<file path="src/rtl/boot_pkg.sv">
// Shared types and constants for the UART boot loader.
package boot_pkg;
  localparam int unsigned BOOT_WORD_W          = 32;
  localparam int unsigned BOOT_BYTES_PER_WORD  = 4;
  localparam int unsigned BOOT_TIMEOUT_DEFAULT = 1000000;

  typedef enum logic [1:0] {
    S_LEN  = 2'd0,
    S_LOAD = 2'd1,
    S_RUN  = 2'd2,
    S_ERR  = 2'd3
  } boot_state_t;
endpackage

</file>
<file path="src/rtl/word_assembler.sv">
// Little-endian byte-to-word assembler with an inter-byte idle timeout.
module word_assembler
  import boot_pkg::*;
#(
  parameter int unsigned TIMEOUT_CYCLES = BOOT_TIMEOUT_DEFAULT
) (
  input  logic                   clk,
  input  logic                   rst_n,
  input  logic                   en,
  input  logic                   flush,
  input  logic                   rx_valid,
  input  logic [7:0]             rx_data,
  output logic                   word_valid_c,
  output logic [BOOT_WORD_W-1:0] word_c
);
  localparam int unsigned IW = $clog2(BOOT_BYTES_PER_WORD);
  localparam int unsigned GW = $clog2(TIMEOUT_CYCLES + 1);
  localparam logic [IW-1:0] LAST_IDX = IW'(BOOT_BYTES_PER_WORD - 1);
  localparam logic [GW-1:0] GAP_LAST = GW'(TIMEOUT_CYCLES - 1);

  logic [BOOT_WORD_W-9:0] asm_q;
  logic [IW-1:0]          byte_idx_q;
  logic [GW-1:0]          gap_q;
  logic                   accept_c;

  assign accept_c     = en && rx_valid && !flush;
  assign word_valid_c = accept_c && (byte_idx_q == LAST_IDX);
  // The final byte bypasses the holding register so the word is usable this cycle.
  assign word_c       = {rx_data, asm_q};

  always_ff @(posedge clk or negedge rst_n) begin
    if (!rst_n) begin
      asm_q      <= '0;
      byte_idx_q <= '0;
      gap_q      <= '0;
    end else if (flush) begin
      byte_idx_q <= '0;
      gap_q      <= '0;
    end else if (accept_c) begin
      case (byte_idx_q)
        IW'(0):  asm_q[7:0]   <= rx_data;
        IW'(1):  asm_q[15:8]  <= rx_data;
        IW'(2):  asm_q[23:16] <= rx_data;
        default: ;
      endcase
      byte_idx_q <= byte_idx_q + IW'(1);
      gap_q      <= '0;
    end else if (en && (byte_idx_q != '0)) begin
      // Expiry drops the partial word; a byte arriving this cycle wins instead.
      if (gap_q == GAP_LAST) begin
        byte_idx_q <= '0;
        gap_q      <= '0;
      end else begin
        gap_q <= gap_q + GW'(1);
      end
    end else begin
      gap_q <= '0;
    end
  end
endmodule

</file>
<file path="src/rtl/cpu_boot_loader.sv">
// Loads a length-prefixed UART image into instruction memory, then releases CPU reset.
module cpu_boot_loader
  import boot_pkg::*;
#(
  parameter int unsigned AW             = 12,
  parameter int unsigned TIMEOUT_CYCLES = BOOT_TIMEOUT_DEFAULT
) (
  input  logic                   clk,
  input  logic                   reset_n,
  input  logic                   rx_valid,
  input  logic [7:0]             rx_data,
  input  logic                   reload,
  output logic                   imem_we,
  output logic [AW-1:0]          imem_addr,
  output logic [BOOT_WORD_W-1:0] imem_wdata,
  output logic                   cpu_reset,
  output logic                   loading,
  output logic                   load_error,
  output logic [AW:0]            words_loaded
);
  localparam int unsigned LW   = BOOT_WORD_W + 1;
  localparam int unsigned LENW = AW + 1;
  localparam logic [LW-1:0] MAX_LEN = LW'(1) << AW;

  boot_state_t            state_q, state_d;
  logic [AW:0]            len_q, len_d;
  logic                   imem_we_d, cpu_reset_d, loading_d, load_error_d;
  logic [AW-1:0]          imem_addr_d;
  logic [BOOT_WORD_W-1:0] imem_wdata_d;
  logic [AW:0]            words_d;
  logic                   asm_en_c;
  logic                   word_valid_c;
  logic [BOOT_WORD_W-1:0] word_c;

  assign asm_en_c = (state_q == S_LEN) || (state_q == S_LOAD);

  word_assembler #(
    .TIMEOUT_CYCLES(TIMEOUT_CYCLES)
  ) u_asm (
    .clk         (clk),
    .rst_n       (reset_n),
    .en          (asm_en_c),
    .flush       (reload),
    .rx_valid    (rx_valid),
    .rx_data     (rx_data),
    .word_valid_c(word_valid_c),
    .word_c      (word_c)
  );

  // State and output registers.
  always_ff @(posedge clk or negedge reset_n) begin
    if (!reset_n) begin
      state_q      <= S_LEN;
      len_q        <= '0;
      imem_we      <= 1'b0;
      imem_addr    <= '0;
      imem_wdata   <= '0;
      cpu_reset    <= 1'b1;
      loading      <= 1'b1;
      load_error   <= 1'b0;
      words_loaded <= '0;
    end else begin
      state_q      <= state_d;
      len_q        <= len_d;
      imem_we      <= imem_we_d;
      imem_addr    <= imem_addr_d;
      imem_wdata   <= imem_wdata_d;
      cpu_reset    <= cpu_reset_d;
      loading      <= loading_d;
      load_error   <= load_error_d;
      words_loaded <= words_d;
    end
  end

  // Next state; run is entered the cycle after the final write pulse.
  always_comb begin
    state_d = state_q;
    if (reload) begin
      state_d = S_LEN;
    end else begin
      case (state_q)
        S_LEN: begin
          if (word_valid_c) begin
            if (word_c == '0)                 state_d = S_RUN;
            else if ({1'b0, word_c} > MAX_LEN) state_d = S_ERR;
            else                              state_d = S_LOAD;
          end
        end
        S_LOAD: begin
          if (imem_we && (words_loaded == len_q)) state_d = S_RUN;
        end
        default: ;
      endcase
    end
  end

  // Next values of the registered outputs.
  always_comb begin
    imem_we_d    = 1'b0;
    imem_addr_d  = imem_addr;
    imem_wdata_d = imem_wdata;
    words_d      = words_loaded;
    len_d        = len_q;
    cpu_reset_d  = (state_d != S_RUN);
    loading_d    = (state_d == S_LEN) || (state_d == S_LOAD);
    load_error_d = (state_d == S_ERR);
    if (reload) begin
      words_d = '0;
    end else if (word_valid_c && (state_q == S_LEN)) begin
      len_d   = LENW'(word_c);
      words_d = '0;
    end else if (word_valid_c && (state_q == S_LOAD)) begin
      imem_we_d    = 1'b1;
      imem_addr_d  = words_loaded[AW-1:0];
      imem_wdata_d = word_c;
      words_d      = words_loaded + LENW'(1);
    end
  end
endmodule

</file>
<file path="config.mk">
export PLATFORM = sky130hd
export DESIGN_NAME = cpu_boot_loader
export DESIGN_NICKNAME = d
export VERILOG_FILES = /design/src/rtl/boot_pkg.sv /design/src/rtl/word_assembler.sv /design/src/rtl/cpu_boot_loader.sv
export SDC_FILE = /design/constraint.sdc
export NUM_CORES = 1
export LEC_CHECK = 0
export CAP_MARGIN = 5
export CELL_PAD_IN_SITES_DETAIL_PLACEMENT = 0
export CELL_PAD_IN_SITES_GLOBAL_PLACEMENT = 2
export CORE_UTILIZATION = 35
export CTS_CLUSTER_DIAMETER = 120
export DETAILED_ROUTE_END_ITERATION = 10
export GPL_TIMING_DRIVEN = 1
export PLACE_DENSITY = 0.76
export SYNTH_ARGS = -nofsm -noshare
export SYNTH_HDL_FRONTEND = slang
export SYNTH_SLANG_ARGS = --single-unit
</file>
<file path="constraint.sdc">
create_clock -name clk -period 2.1 [get_ports clk]
set_input_delay 0.315 -clock clk [delete_from_list [all_inputs] [get_ports clk]]
set_output_delay 0.315 -clock clk [all_outputs]
set_load 0.03 [all_outputs]
</file>
==> impl_metrics.tcl, run 1 <==
set metrics [dict create \
    fin_worst_skew_ns 0.00478 \
    worst_ir_drop_vdd_uv 610 \
    tightest_slew_ns 0.548 \
    worst_path_dominant_cell_family "buffers and inverters" \
    die-height_microns 126 \
    setup-violations-final 0 \
    power.clock.fraction_pct 44.4 \
    finalNonFillerCells 814 \
    synth_area_per_cell_sq_um 10.4 \
    report.final.slew_viol_count 0 \
    cellInternalPower_uw 4420 \
    ys_seq_elements 122 \
    synth-seq-area-share_pct 57.0 \
    grt_pass1_wl_mm 21.1 \
    slew_limit_headroom_pct 63.5 \
    tritoncts "built" \
    cts_max_path_buffers 2 \
    power.static_leakage_uw 0.00326 \
    power.share.sequential_pct 47.6 \
    drt-initial-drc-count 167 \
    period_share_pct 95.4 \
    critical-path-slowest-cell "sky130_fd_sc_hd__clkdlybuf4s50_1" \
    die_area_sq_um 15800 \
    drive_above_1_share_pct 17.6 \
    critical_path_arrival_ns 1.69 \
    dr_total_vias 3988 \
    slowest_delay_ns 0.74 \
    final_net_count 638 \
    synth.yosys.warnings 0 \
    postSynth.asyncResetShare_pct 100 \
    post-route-util_pct 47.9 \
    grt_max_degree 45 \
    hpwl_mm 9.30 \
    grt_antenna_before_repair 0 \
    outcome "complete, no violations" \
    core_sq_um 14800 \
    area.sequential_sq_um 3060 \
    syn_to_final_growth_pct 31.8 \
    worst_skew_pair.late_latency_ns 0.41 \
    power_per_standard_cell_area_nw_per_um2 816 \
    h-tree-depth 4 \
    final.fill_count 1401 \
    min_period_ns 2.00 \
    grtUsageTotal_pct 17.5 \
    crit_path_start_kind "flip-flop" \
    antenna_cells_inserted 0 \
    post_dp_cell_area_sq_um 6540 \
    setup.worst_path.class "reg2out" \
    io_pins 73 \
    floorplan.initialDensity_pct 36.3 \
    ant_nets 0 \
    ys_types 46 \
    hold_path.class "in2async" \
    switching_power_of_the_nets_uw 1350 \
    combinational_fraction_of_design_power_pct 8.0 \
    rows 44 \
    wire_per_inst_microns 15.8 \
    endpoint_kind "output port" \
    worst-endpoint-required_ns 1.78 \
    synth_fp_nets 532 \
    layout_setup_ws_ns 0.0957 \
    worstPathMaxFanout 10 \
    vias_per_cell 4.90 \
    cts_root_buffer "sky130_fd_sc_hd__clkbuf_16" \
    clk_transition_reported_paths_ns 0.05 \
    post_synth_edffs 0 \
    max-cap-violations 0 \
    die_width_microns 126 \
    prevailing_post_synth_register_cell "sky130_fd_sc_hd__dfrtp_1" \
    numPlacedInstances 784 \
    wirelength_mm 12.9 \
    numCtsBuffers 17 \
    timing.setup.tns_ns 0 \
    final_cell_area_sq_um 7070 \
    drc 0 \
    timing.final.hold_violations 0 \
    first_global_vias 4083 \
    placement.setup.worst_slack_ns -0.165 \
    mappedNetlistArea_sq_um 5360 \
    critical_path.n_buffers_inverters 1 \
    first_pass_iteration_count_of_the_detailed_router 4 \
    switching_share_pct 23.4 \
    gpl.final_weighted_congestion 0.789 \
    multi_input_comb_area_sq_um 2180 \
    postSynthCellCount 514 \
    overflow 0 \
    rsz0062_at_grt "no" \
    worstPathCellList "clkdlybuf4s50_1" \
    port_buffers 72 \
    fmaxAchievable_ghz 0.499 \
    number_of_sinks_on_the_clock_net 122 \
]
## worst reg2reg max path: stages, from the launching register on
cell and delay [ns]:
sky130_fd_sc_hd__dfrtp_1 0.44, sky130_fd_sc_hd__or4_4 0.57, sky130_fd_sc_hd__nor4_4 0.34, sky130_fd_sc_hd__a41oi_1 0.19
sky130_fd_sc_hd__o21ai_0 0.19, sky130_fd_sc_hd__a21oi_1 0.09
## final timing paths
check | start | endpoint | slack [ns] | cells past startpoint
worst max-delay path | words_loaded[8] | words_loaded[8] | 0.1 | 1
worst max register to register | u_asm.gap_q[13] | u_asm.byte_idx_q[1] | 0.18 | 5
max in group asynchronous | reset_n | u_asm.byte_idx_q[1] | 1.03 | 3
worst min register to register | imem_addr[8] | imem_addr[8] | 0.47 | 2
min in group clk | imem_addr[8] | imem_addr[8] | 0.47 | 2
worst min-delay path | reset_n | imem_addr[0] | 0.44 | 2
## kinds of logic (layout without fill, tap and decap cells)
group	Yosys count	count (layout)	share of synthesized area (%)
compound gates	31	31	3.64
xor+xnor	36	36	5.88
fa+ha+maj	7	7	1.59
buf+inv	29	145	2.33
flops	122	122	57.0
mux	37	37	7.77
simple gates	252	252	21.8
## power by group through the flow
| stage | registers, uW | clock network [uW] | logic (uW) |
|---|---|---|---|
| 6_report | 2750 | 2560 | 461 |
| 5_1_grt | 2770 | 2740 | 510 |
| 4_1_cts | 2740 | 2630 | 471 |
| 3_5_place_dp | 2780 | 0 | 468 |
| 3_3_place_gp | 2780 | 0 | 456 |
| 2_1_floorplan | 2700 | 0 | 301 |
## registers in the layout (all words and copies together), names as in the netlist
register	cells
imem_wdata	32
words_loaded	13
u_asm.byte_idx_q	2
u_asm.asm_q	24
loading	1
load_error	1
cpu_reset	1
imem_addr	12
u_asm.gap_q	20
imem_we	1
len_q	13
state_q	2
## synthesized netlist by cell type (2+ instances only)
library cell / count / area, sq um
sky130_fd_sc_hd__a21o_1: 4 / 30.0
sky130_fd_sc_hd__a21oi_1: 7 / 35.0
sky130_fd_sc_hd__and2_1: 4 / 25.0
sky130_fd_sc_hd__and3_1: 8 / 50.1
sky130_fd_sc_hd__and4_1: 2 / 17.5
sky130_fd_sc_hd__buf_2: 7 / 35.0
sky130_fd_sc_hd__clkbuf_1: 13 / 48.8
sky130_fd_sc_hd__dfrtp_1: 120 / 3000
sky130_fd_sc_hd__dfstp_2: 2 / 52.6
sky130_fd_sc_hd__ha_1: 6 / 75.1
sky130_fd_sc_hd__inv_1: 7 / 26.3
sky130_fd_sc_hd__mux2_2: 37 / 417
sky130_fd_sc_hd__nand2_1: 147 / 552
sky130_fd_sc_hd__nand3_1: 15 / 75.1
sky130_fd_sc_hd__nand4_1: 12 / 75.1
sky130_fd_sc_hd__nor2_1: 31 / 116
sky130_fd_sc_hd__nor3_1: 7 / 35.0
sky130_fd_sc_hd__nor4_1: 11 / 68.8
sky130_fd_sc_hd__o21ai_0: 11 / 55.1
sky130_fd_sc_hd__or2_2: 2 / 12.5
sky130_fd_sc_hd__or3_1: 2 / 12.5
sky130_fd_sc_hd__xnor2_1: 24 / 210
sky130_fd_sc_hd__xor2_1: 12 / 105
## what timing repair did
item,CTS,global route
endpoints found under the setup margin,0,1
gates resized for setup,0,1
hold buffers,1,0
endpoints found under the hold margin,35,0
buffers inserted,0,0
## metal layers
metal	share of wire, %	routed length [microns]	GRT usage, %
met1	47	6110	22.7
met2	47	6080	27.7
met3	3.4	434	4.38
met4	2.1	270	8.15
met5	0	0	0
## cells in the final DEF, fill, tap and decap left out, types with 2 or more instances in the layout
cell / instances
sky130_fd_sc_hd__dfstp_2: 2
sky130_fd_sc_hd__nand4_1: 12
sky130_fd_sc_hd__or3_1: 2
sky130_fd_sc_hd__and3_1: 8
sky130_fd_sc_hd__clkinv_2: 3
sky130_fd_sc_hd__nand3_1: 15
sky130_fd_sc_hd__clkbuf_8: 4
sky130_fd_sc_hd__xor2_1: 12
sky130_fd_sc_hd__a21o_1: 4
sky130_fd_sc_hd__nor2_1: 31
sky130_fd_sc_hd__xnor2_1: 24
sky130_fd_sc_hd__nand2_1: 147
sky130_fd_sc_hd__inv_1: 7
sky130_fd_sc_hd__a21oi_1: 7
sky130_fd_sc_hd__nor4_1: 11
sky130_fd_sc_hd__and4_1: 2
sky130_fd_sc_hd__and2_1: 4
sky130_fd_sc_hd__or2_2: 2
sky130_fd_sc_hd__o21ai_0: 11
sky130_fd_sc_hd__clkdlybuf4s50_1: 71
sky130_fd_sc_hd__buf_4: 30
sky130_fd_sc_hd__dfrtp_1: 120
sky130_fd_sc_hd__buf_12: 5
sky130_fd_sc_hd__mux2_2: 37
sky130_fd_sc_hd__nor3_1: 7
sky130_fd_sc_hd__ha_1: 6
sky130_fd_sc_hd__clkbuf_1: 5
sky130_fd_sc_hd__clkbuf_16: 17
## stage by stage
step	hold slack (ns)	power [uW]
floorplan	0.0194	3000
global placement	0.336	3240
detailed placement	0.343	3250
CTS	0.442	5850
global route	0.488	6020
finish	0.438	5770
## final cells by class
class | count | area share [%]
Sequential cell | 122 | 43.2
Multi-Input combinational cell | 363 | 30.8
Timing Repair Buffer | 108 | 15.0
Clock buffer | 26 | 7.06
Tap cell | 184 | 3.26
Inverter | 8 | 0.425
Clock inverter | 3 | 0.212
No activity file was read; power rests on OpenSTA's default activity.
==> inputs of run 2 (changes only) <==
--- a/config.mk
+++ b/config.mk
@@ -11,7 +11,7 @@
 export CORE_UTILIZATION = 35
 export CTS_CLUSTER_DIAMETER = 120
 export DETAILED_ROUTE_END_ITERATION = 10
-export GPL_TIMING_DRIVEN = 1
+export GPL_TIMING_DRIVEN = 0
 export PLACE_DENSITY = 0.76
 export SYNTH_ARGS = -nofsm -noshare
 export SYNTH_HDL_FRONTEND = slang
==> impl_metrics.tcl, run 2 (synthesis results as in run 1) <==
set metrics [dict create \
    cts_root_buffer "sky130_fd_sc_hd__clkbuf_16" \
    hpwl_mm 9.15 \
    drc 0 \
    worst_path_dominant_cell_family "buffers and inverters" \
    area.sequential_sq_um 3060 \
    antenna_cells_inserted 0 \
    largestRegisters "imem_wdata: 32 flops, u_asm.asm_q: 24 flops, u_asm.gap_q: 20 flops" \
    min_period_ns 2.02 \
    die-height_microns 126 \
    gpl.final_weighted_congestion 0.766 \
    clk_transition_reported_paths_ns 0.05 \
    worstPathCellList "clkdlybuf4s50_1" \
    drive_above_1_share_pct 15.2 \
    crit_path_start_kind "flip-flop" \
    registers.top_by_ff_count "imem_wdata" \
    worst-endpoint-required_ns 1.78 \
    final_cell_area_sq_um 7010 \
    rsz0062_at_grt "no" \
    slowest_delay_ns 0.74 \
    port_buffers 71 \
    io_pins 73 \
    number_of_sinks_on_the_clock_net 122 \
    tritoncts "built" \
    max-cap-violations 0 \
    dr_total_vias 3999 \
    cts_max_path_buffers 2 \
    post-route-util_pct 47.5 \
    wirelength_mm 13.1 \
    endpoint_kind "output port" \
    slew_limit_headroom_pct 50.8 \
    syn_to_final_growth_pct 30.8 \
    grt_antenna_before_repair 0 \
    setup-violations-final 0 \
    grtUsageTotal_pct 17.8 \
    power.static_leakage_uw 0.00323 \
    layout.cells.most_common_list "147 x sky130_fd_sc_hd__nand2_1, 120 x sky130_fd_sc_hd__dfrtp_1, 70 x sky130_fd_sc_hd__clkdlybuf4s50_1, 37 x sky130_fd_sc_hd__mux2_2, 31 x sky130_fd_sc_hd__nor2_1" \
    vias_per_cell 4.97 \
    critical_path_arrival_ns 1.70 \
    final.fill_count 1418 \
    ant_nets 0 \
    power_per_standard_cell_area_nw_per_um2 900 \
    first_global_vias 3934 \
    critical_path.n_buffers_inverters 1 \
    wire_per_inst_microns 16.3 \
    first_pass_iteration_count_of_the_detailed_router 4 \
    fmaxAchievable_ghz 0.496 \
    setup.worst_path.class "reg2out" \
    whs_ns 0.228 \
    final_net_count 625 \
    core_sq_um 14800 \
    tightest_slew_ns 0.739 \
    worst_ir_drop_vdd_uv 598 \
    overflow 0 \
    floorplan.initialDensity_pct 36.3 \
    outcome "complete, no violations" \
    h-tree-depth 4 \
    timing.final.hold_violations 0 \
    drt-initial-drc-count 250 \
    die_area_sq_um 15800 \
    worst_skew_pair.late_latency_ns 0.42 \
    grt_pass1_wl_mm 21.5 \
    numCtsBuffers 17 \
    hold_path.class "in2reg" \
    multi_input_comb_area_sq_um 2200 \
    fin_worst_skew_ns 0.0111 \
    largest_register_ff_count 32 \
    period_share_pct 96.1 \
    critical-path-slowest-cell "sky130_fd_sc_hd__clkdlybuf4s50_1" \
    most_frequent_standard_cell_in_the_layout_excluding_fill_and_tap_cells "sky130_fd_sc_hd__nand2_1" \
    worstPathMaxFanout 7 \
    report.final.slew_viol_count 0 \
    grt_max_degree 80 \
    die_width_microns 126 \
    post_dp_cell_area_sq_um 6330 \
    rows 44 \
]
-- run 2: path summary, 6_finish.rpt --
| check | from | endpoint | slack, ns | cells past startpoint |
|---|---|---|---|---|
| worst max-delay path | words_loaded[0] | words_loaded[0] | 0.08 | 1 |
| worst min-delay path | reload | state_q[0] | 0.23 | 2 |
| worst max register to register | u_asm.gap_q[13] | u_asm.gap_q[12] | 0.14 | 6 |
| worst min register to register | imem_wdata[4] | imem_wdata[4] | 0.47 | 2 |
| max in group asynchronous | reset_n | u_asm.gap_q[12] | 0.98 | 3 |
| min in group asynchronous | reset_n | imem_addr[4] | 0.39 | 2 |
-- run 2: layout make-up --
cell class | instances | share of cell area [%]
Inverter | 8 | 0.446
Multi-Input combinational cell | 363 | 31.4
Clock buffer | 26 | 7.12
Sequential cell | 122 | 43.6
Buffer | 20 | 1.37
Clock inverter | 6 | 1.94
Timing Repair Buffer | 75 | 10.9
Tap cell | 184 | 3.28
-- run 2: timing repair --
| item | CTS | global route |
|---|---|---|
| buffers inserted | 2 | 0 |
| endpoints found under the hold margin | 41 | 0 |
| resized for setup | 3 | 5 |
| pin swaps | 1 | 0 |
| setup endpoints to repair | 49 | 21 |
| hold buffers | 1 | 0 |
-- run 2: per-layer routing --
layer  share of wire, %  global-route usage [%]  vias to the layer above
met5                  0                       0                        -
met4                1.3                    5.95                        0
met3                3.4                    4.84                       15
met2                 47                    28.1                       81
met1                 48                    23.8                     1993
li1                   -                       -                     1910
-- run 2: where the power goes --
part | switching [uW] | leakage [uW] | internal [uW]
clock network | 1010 | 0.000305 | 2110
logic | 190 | 0.00128 | 250
registers | 202 | 0.00165 | 2540
-- run 2: through the flow --
stage / setup slack, ns / std cells / setup TNS (ns) / total power (uW)
2_1_floorplan: 0.313 / 514 / 0 / 3000
3_3_place_gp: -4.13 / 769 / -525.55 / 3200
3_5_place_dp: -0.504 / 770 / -27.96 / 3230
4_1_cts: 0.0144 / 805 / 0 / 6380
5_1_grt: 0.00972 / 804 / 0 / 6550
6_report: 0.0824 / 804 / 0 / 6310
